### src/rtl/dm_arbiter.sv
// dm_arbiter: two-port data-memory arbiter with port 0 priority, a port 1 starvation guard,
// locked bursts, registered read return and screening of illegal byte-enable writes.
module dm_arbiter #(
  parameter int STARVE_MAX = 4
) (
  input  logic        clk,
  input  logic        rst_n,
  input  logic        req0,
  input  logic        req1,
  input  logic        we0,
  input  logic        we1,
  input  logic [9:0]  addr0,
  input  logic [9:0]  addr1,
  input  logic [3:0]  be0,
  input  logic [3:0]  be1,
  input  logic [31:0] wdata0,
  input  logic [31:0] wdata1,
  input  logic        last0,
  input  logic        last1,
  output logic        gnt0,
  output logic        gnt1,
  output logic        rvalid0,
  output logic        rvalid1,
  output logic [31:0] rdata,
  output logic        stall0,
  output logic        err,
  output logic [9:0]  m_addr,
  output logic [3:0]  m_be,
  output logic [31:0] m_din,
  output logic        m_we,
  input  logic [31:0] m_dout
);
  typedef enum logic [1:0] {NONE, P0, P1} own_t;
  localparam logic [3:0] SMAX = 4'(STARVE_MAX);
  own_t        own_q, own_d;
  logic [3:0]  starve_q, starve_d;
  logic [31:0] rdata_q, rdata_d;
  logic        rvalid0_q, rvalid0_d, rvalid1_q, rvalid1_d, err_q, err_d;
  logic        sel_v, sel1, we_s, last_s, be_legal;
  always_comb begin
    sel_v    = req0 | req1;
    // With no request sel1 falls to 0, so the memory bus idles on port 0's values.
    sel1     = (own_q == P0 && req0) ? 1'b0 :
               (own_q == P1 && req1) ? 1'b1 :
               (starve_q == SMAX && req1) ? 1'b1 :
               req0 ? 1'b0 : req1;
    gnt0     = sel_v & ~sel1;
    gnt1     = sel_v & sel1;
    stall0   = req0 & ~gnt0;
    m_addr   = sel1 ? addr1 : addr0;
    m_be     = sel1 ? be1 : be0;
    m_din    = sel1 ? wdata1 : wdata0;
    we_s     = sel1 ? we1 : we0;
    last_s   = sel1 ? last1 : last0;
    be_legal = m_be inside {4'b1111, 4'b0011, 4'b1100, 4'b0001, 4'b0010, 4'b0100, 4'b1000};
    m_we     = sel_v & we_s & be_legal;
    err_d    = sel_v & we_s & ~be_legal;
    own_d    = (sel_v & ~last_s) ? (sel1 ? P1 : P0) : NONE;
    starve_d = gnt1 ? 4'd0 : req1 ? (starve_q == SMAX ? SMAX : starve_q + 4'd1) : starve_q;
    rdata_d  = (sel_v & ~we_s) ? m_dout : rdata_q;
    rvalid0_d = gnt0 & ~we0;
    rvalid1_d = gnt1 & ~we1;
  end
  always_ff @(posedge clk) begin
    if (!rst_n) begin
      own_q     <= NONE;
      starve_q  <= 4'd0;
      rdata_q   <= 32'd0;
      rvalid0_q <= 1'b0;
      rvalid1_q <= 1'b0;
      err_q     <= 1'b0;
    end else begin
      own_q     <= own_d;
      starve_q  <= starve_d;
      rdata_q   <= rdata_d;
      rvalid0_q <= rvalid0_d;
      rvalid1_q <= rvalid1_d;
      err_q     <= err_d;
    end
  end
  assign rdata   = rdata_q;
  assign rvalid0 = rvalid0_q;
  assign rvalid1 = rvalid1_q;
  assign err     = err_q;
endmodule

### config.mk
export PLATFORM = sky130hd
export DESIGN_NAME = dm_arbiter
export DESIGN_NICKNAME = d
export VERILOG_FILES = /design/src/rtl/dm_arbiter.sv
export SDC_FILE = /design/constraint.sdc
export NUM_CORES = 1
export LEC_CHECK = 0
export ABC_CLOCK_PERIOD_IN_PS = 2350
export BUFFER_PORTS_ARGS = -buffer_cell sky130_fd_sc_hd__buf_2
export CAP_MARGIN = 40
export CORE_MARGIN = 3
export CORE_UTILIZATION = 30
export CTS_BUF_LIST = sky130_fd_sc_hd__clkbuf_4 sky130_fd_sc_hd__clkbuf_8
export CTS_CLUSTER_SIZE = 30
export DETAILED_ROUTE_END_ITERATION = 10
export PLACE_DENSITY = 0.7
export RECOVER_POWER = 50
export SETUP_SLACK_MARGIN = 0.02
export SYNTH_ARGS = -nofsm -noshare
export SYNTH_HDL_FRONTEND = slang
export SYNTH_SLANG_ARGS = --single-unit
### constraint.sdc
create_clock -name clk -period 2.35 [get_ports clk]
set_input_delay 0.47 -clock clk [delete_from_list [all_inputs] [get_ports clk]]
set_output_delay 0.47 -clock clk [all_outputs]
set_load 0.02 [all_outputs]
==> reports/metrics.cfg <==
[setup_path]
rr_worst_depth = 9
critical_path_peak_fanout = 3
critPathLaunchType = flop
r2r_slack_ps = 270
critPathRequiredTime_ps = 1880
worstSetupPathType = flop to output port
r2r-end = rdata[3]
endpoint_kind = output port
crit_arrival_ps = 2070
r2r_start = starve_q[0]

[timing]
period_share_pct = 108.2
finalSetupViolCount = 48
tightest_slew_ps = 376.0
fin_ws_ps = -192.0
max_freq_mhz = 393.4
final-max-slew-violation-count = 0
rsz0062_at_grt = yes
finClkSkew_ps = 11.01
hold_violations = 0
tns_ps = -3805
fin_crit_ps = 2542
relSlewSlack_pct = 74.87

[route]
wl_per_cell_um = 13.19
first_pass_iters = 4
drcViolationCount = 0
postRouteAntennaNets = 0
vias = 3053
wl_um = 8849
drtIter0Drc = 76
vias_per_cell = 4.550

[clock_tree]
clock_latency_ps = 290
cts_num_sinks = 41
cts-hold-fix-buffers = 0
cts_made_buffers = 5
cts_tree = yes
cts_root_buffer = clkbuf_8
path_clk_slew_ps = 80
cts_max_level = 2
cts.path.max_buffers = 2

[synth]
synthMuxAreaShare_pct = 15.64
yosys_warnings = 0
yosys_register_bits = 41
synth_top_family_by_area = simple AND/OR/NAND/NOR gates
yosysUniqueCellTypes = 26
syn_avg_cell_area_um2 = 6.704
synth-edff-count = 0
synthXorXnorAreaFrac_pct = 0
synth_fa_ha_area_share_pct = 1.079
synth_area_mm2 = 0.002320
synth_fp_nets = 480
synth_simple_gate_area_share_pct = 39.27
synthCells = 346
synth_ff_type = dfxtp_1
synth_compound_area_share_pct = 3.398
synthArstFlopShare_pct = 0
synth.yosys.seq_area_share_pct = 35.38

[floorplanning]
die_h_um = 93.94
ioPinCount = 217
core_area_mm2 = 0.007370
die_w_um = 93.94
num_rows = 31
die_area_mm2 = 0.008824
start_util_pct = 31.48

[global_route]
grt_pass1_vias = 2910
antenna_found_initial = 2
grt_max_degree = 49
grt_overflow = 0
grt_pass1_wl_um = 13140
grt.total_usage_pct = 18.09

[min_path]
min_to = own_q[0]
hold_class = primary input to flop
hold_depth = 2
min_from = last0

[power_and_ir_drop]
p_comb_share_pct = 38.2
p_leak_nw = 2.196
power.internal_mw = 1.378
seqPwrFrac_pct = 36.8
ir_drop_uv = 344.4
powerDensity_mw_per_mm2 = 507.4
p_switching_mw = 0.7057
swShare_pct = 33.87
clockPowerShare_pct = 25.0

[run]
max_cap_viol_count = 0

[finish]
mostFrequentLayoutCells = nand2_1, buf_2, dfxtp_1
drive_gt1_share_pct = 42.00
final_cells = 671
fillCellCount = 743
syn_to_final_growth_pct = 77.02
nNetsFinal = 702
mostFrequentLayoutCell = nand2_1

[place]
place.gp.congestion = 0.7092
dp_hpwl_um = 6479
port_buffers = 216
dpl.cell_count = 651

[run_status]
status = finished, violations left
violations = setup timing

-- area by class of cell --
type	count	area (um2)	area share, %
Antenna cell	3	7.507	0.1828
Clock buffer	7	96.34	2.346
Clock inverter	1	8.758	0.2133
Inverter	4	15.01	0.3656
Multi-Input combinational cell	279	1504	36.62
Sequential cell	41	823.3	20.05
Tap cell	99	123.9	3.016
Timing Repair Buffer	237	1528	37.20
-- how the worst max path moves through the flow --
stage	from	to	slack (ps)	depth (start not counted)
after floorplan	starve_q[0]	m_din[17]	40	9
after global placement	starve_q[0]	m_we	60	8
after detailed placement	starve_q[0]	m_we	3	8
after CTS	starve_q[0]	m_we	-210	8
after global routing	starve_q[0]	m_we	-340	8
final	starve_q[0]	m_we	-190	9
-- power groups by stage --
stage | Sequential, mW | Clock (mW) | Combinational [mW]
after floorplan | 0.835 | 0 | 0.336
after global placement | 0.778 | 0 | 0.653
after detailed placement | 0.779 | 0 | 0.663
after CTS | 0.765 | 0.545 | 0.801
after global routing | 0.772 | 0.573 | 0.860
final | 0.766 | 0.521 | 0.797
-- synthesized netlist by cell type (2+ instances only) --
master,number,area share (%)
nor2b_1,2,0.54
nand2_1,205,33
nor3_1,5,1.1
dfxtp_1,41,35
o21a_1,2,0.65
buf_6,3,1.5
mux2i_1,34,15
inv_1,3,0.49
nor2_1,13,2.1
ha_1,2,1.1
a2111oi_0,2,0.76
clkbuf_1,18,2.9
a21oi_1,2,0.43
and3_1,2,0.54
-- worst max-delay path, cell delays in order (launching register included) --
cell	delay, ps
dfxtp_2	340
inv_2	40
ha_4	150
and3b_2	210
o311ai_4	270
buf_4	190
a2111oi_1	50
buf_4	160
nor4b_4	200
buf_4	180
-- registers in the layout (all words and copies together) (netlist names) --
signal	flops
own_q	2
err	1
rvalid1	1
starve_q	4
rvalid0	1
rdata	32
-- per-layer routing --
metal	wire, um	up-vias	share of wire [%]	global-route usage (%)
met1	3233	1366	37	19.63
met5	0	-	0	0
met4	220	0	2.5	6.137
met2	4634	139	52	32.88
li1	-	1530	-	-
met3	760	18	8.6	5.769
-- cell families (layout without fill, tap and decap cells) --
group	count (synthesis)	in the layout
simple gates	233	233
flops	41	41
mux	36	36
buf+inv	26	249
compound gates	8	8
fa+ha+maj	2	2
other cells	0	3
-- what timing repair did --
item | CTS | global route
gates cloned | 2 | 0
pin swaps | 19 | 0
buffers inserted | 7 | 1
gates resized for setup | 110 | 9
setup endpoints to repair | 50 | 50
-- stage by stage --
| step | utilization [%] | hold slack [ps] | setup WS (ps) | area, um2 | total power, mW |
|---|---|---|---|---|---|
| detailed placement | 48.10 | 444.9 | 3.075 | 3545 | 1.442 |
| floorplan | - | 440.7 | 44.75 | 2349 | 1.171 |
| finish | 55.72 | 346.2 | -192.0 | 4106 | 2.084 |
| global route | 55.69 | 335.1 | -338.7 | 4104 | 2.205 |
| global placement | 48.10 | 439.3 | 63.92 | 3545 | 1.431 |
| CTS | 55.91 | 338.2 | -209.7 | 4120 | 2.111 |
Note: power is estimated with default switching activity, not from simulation.
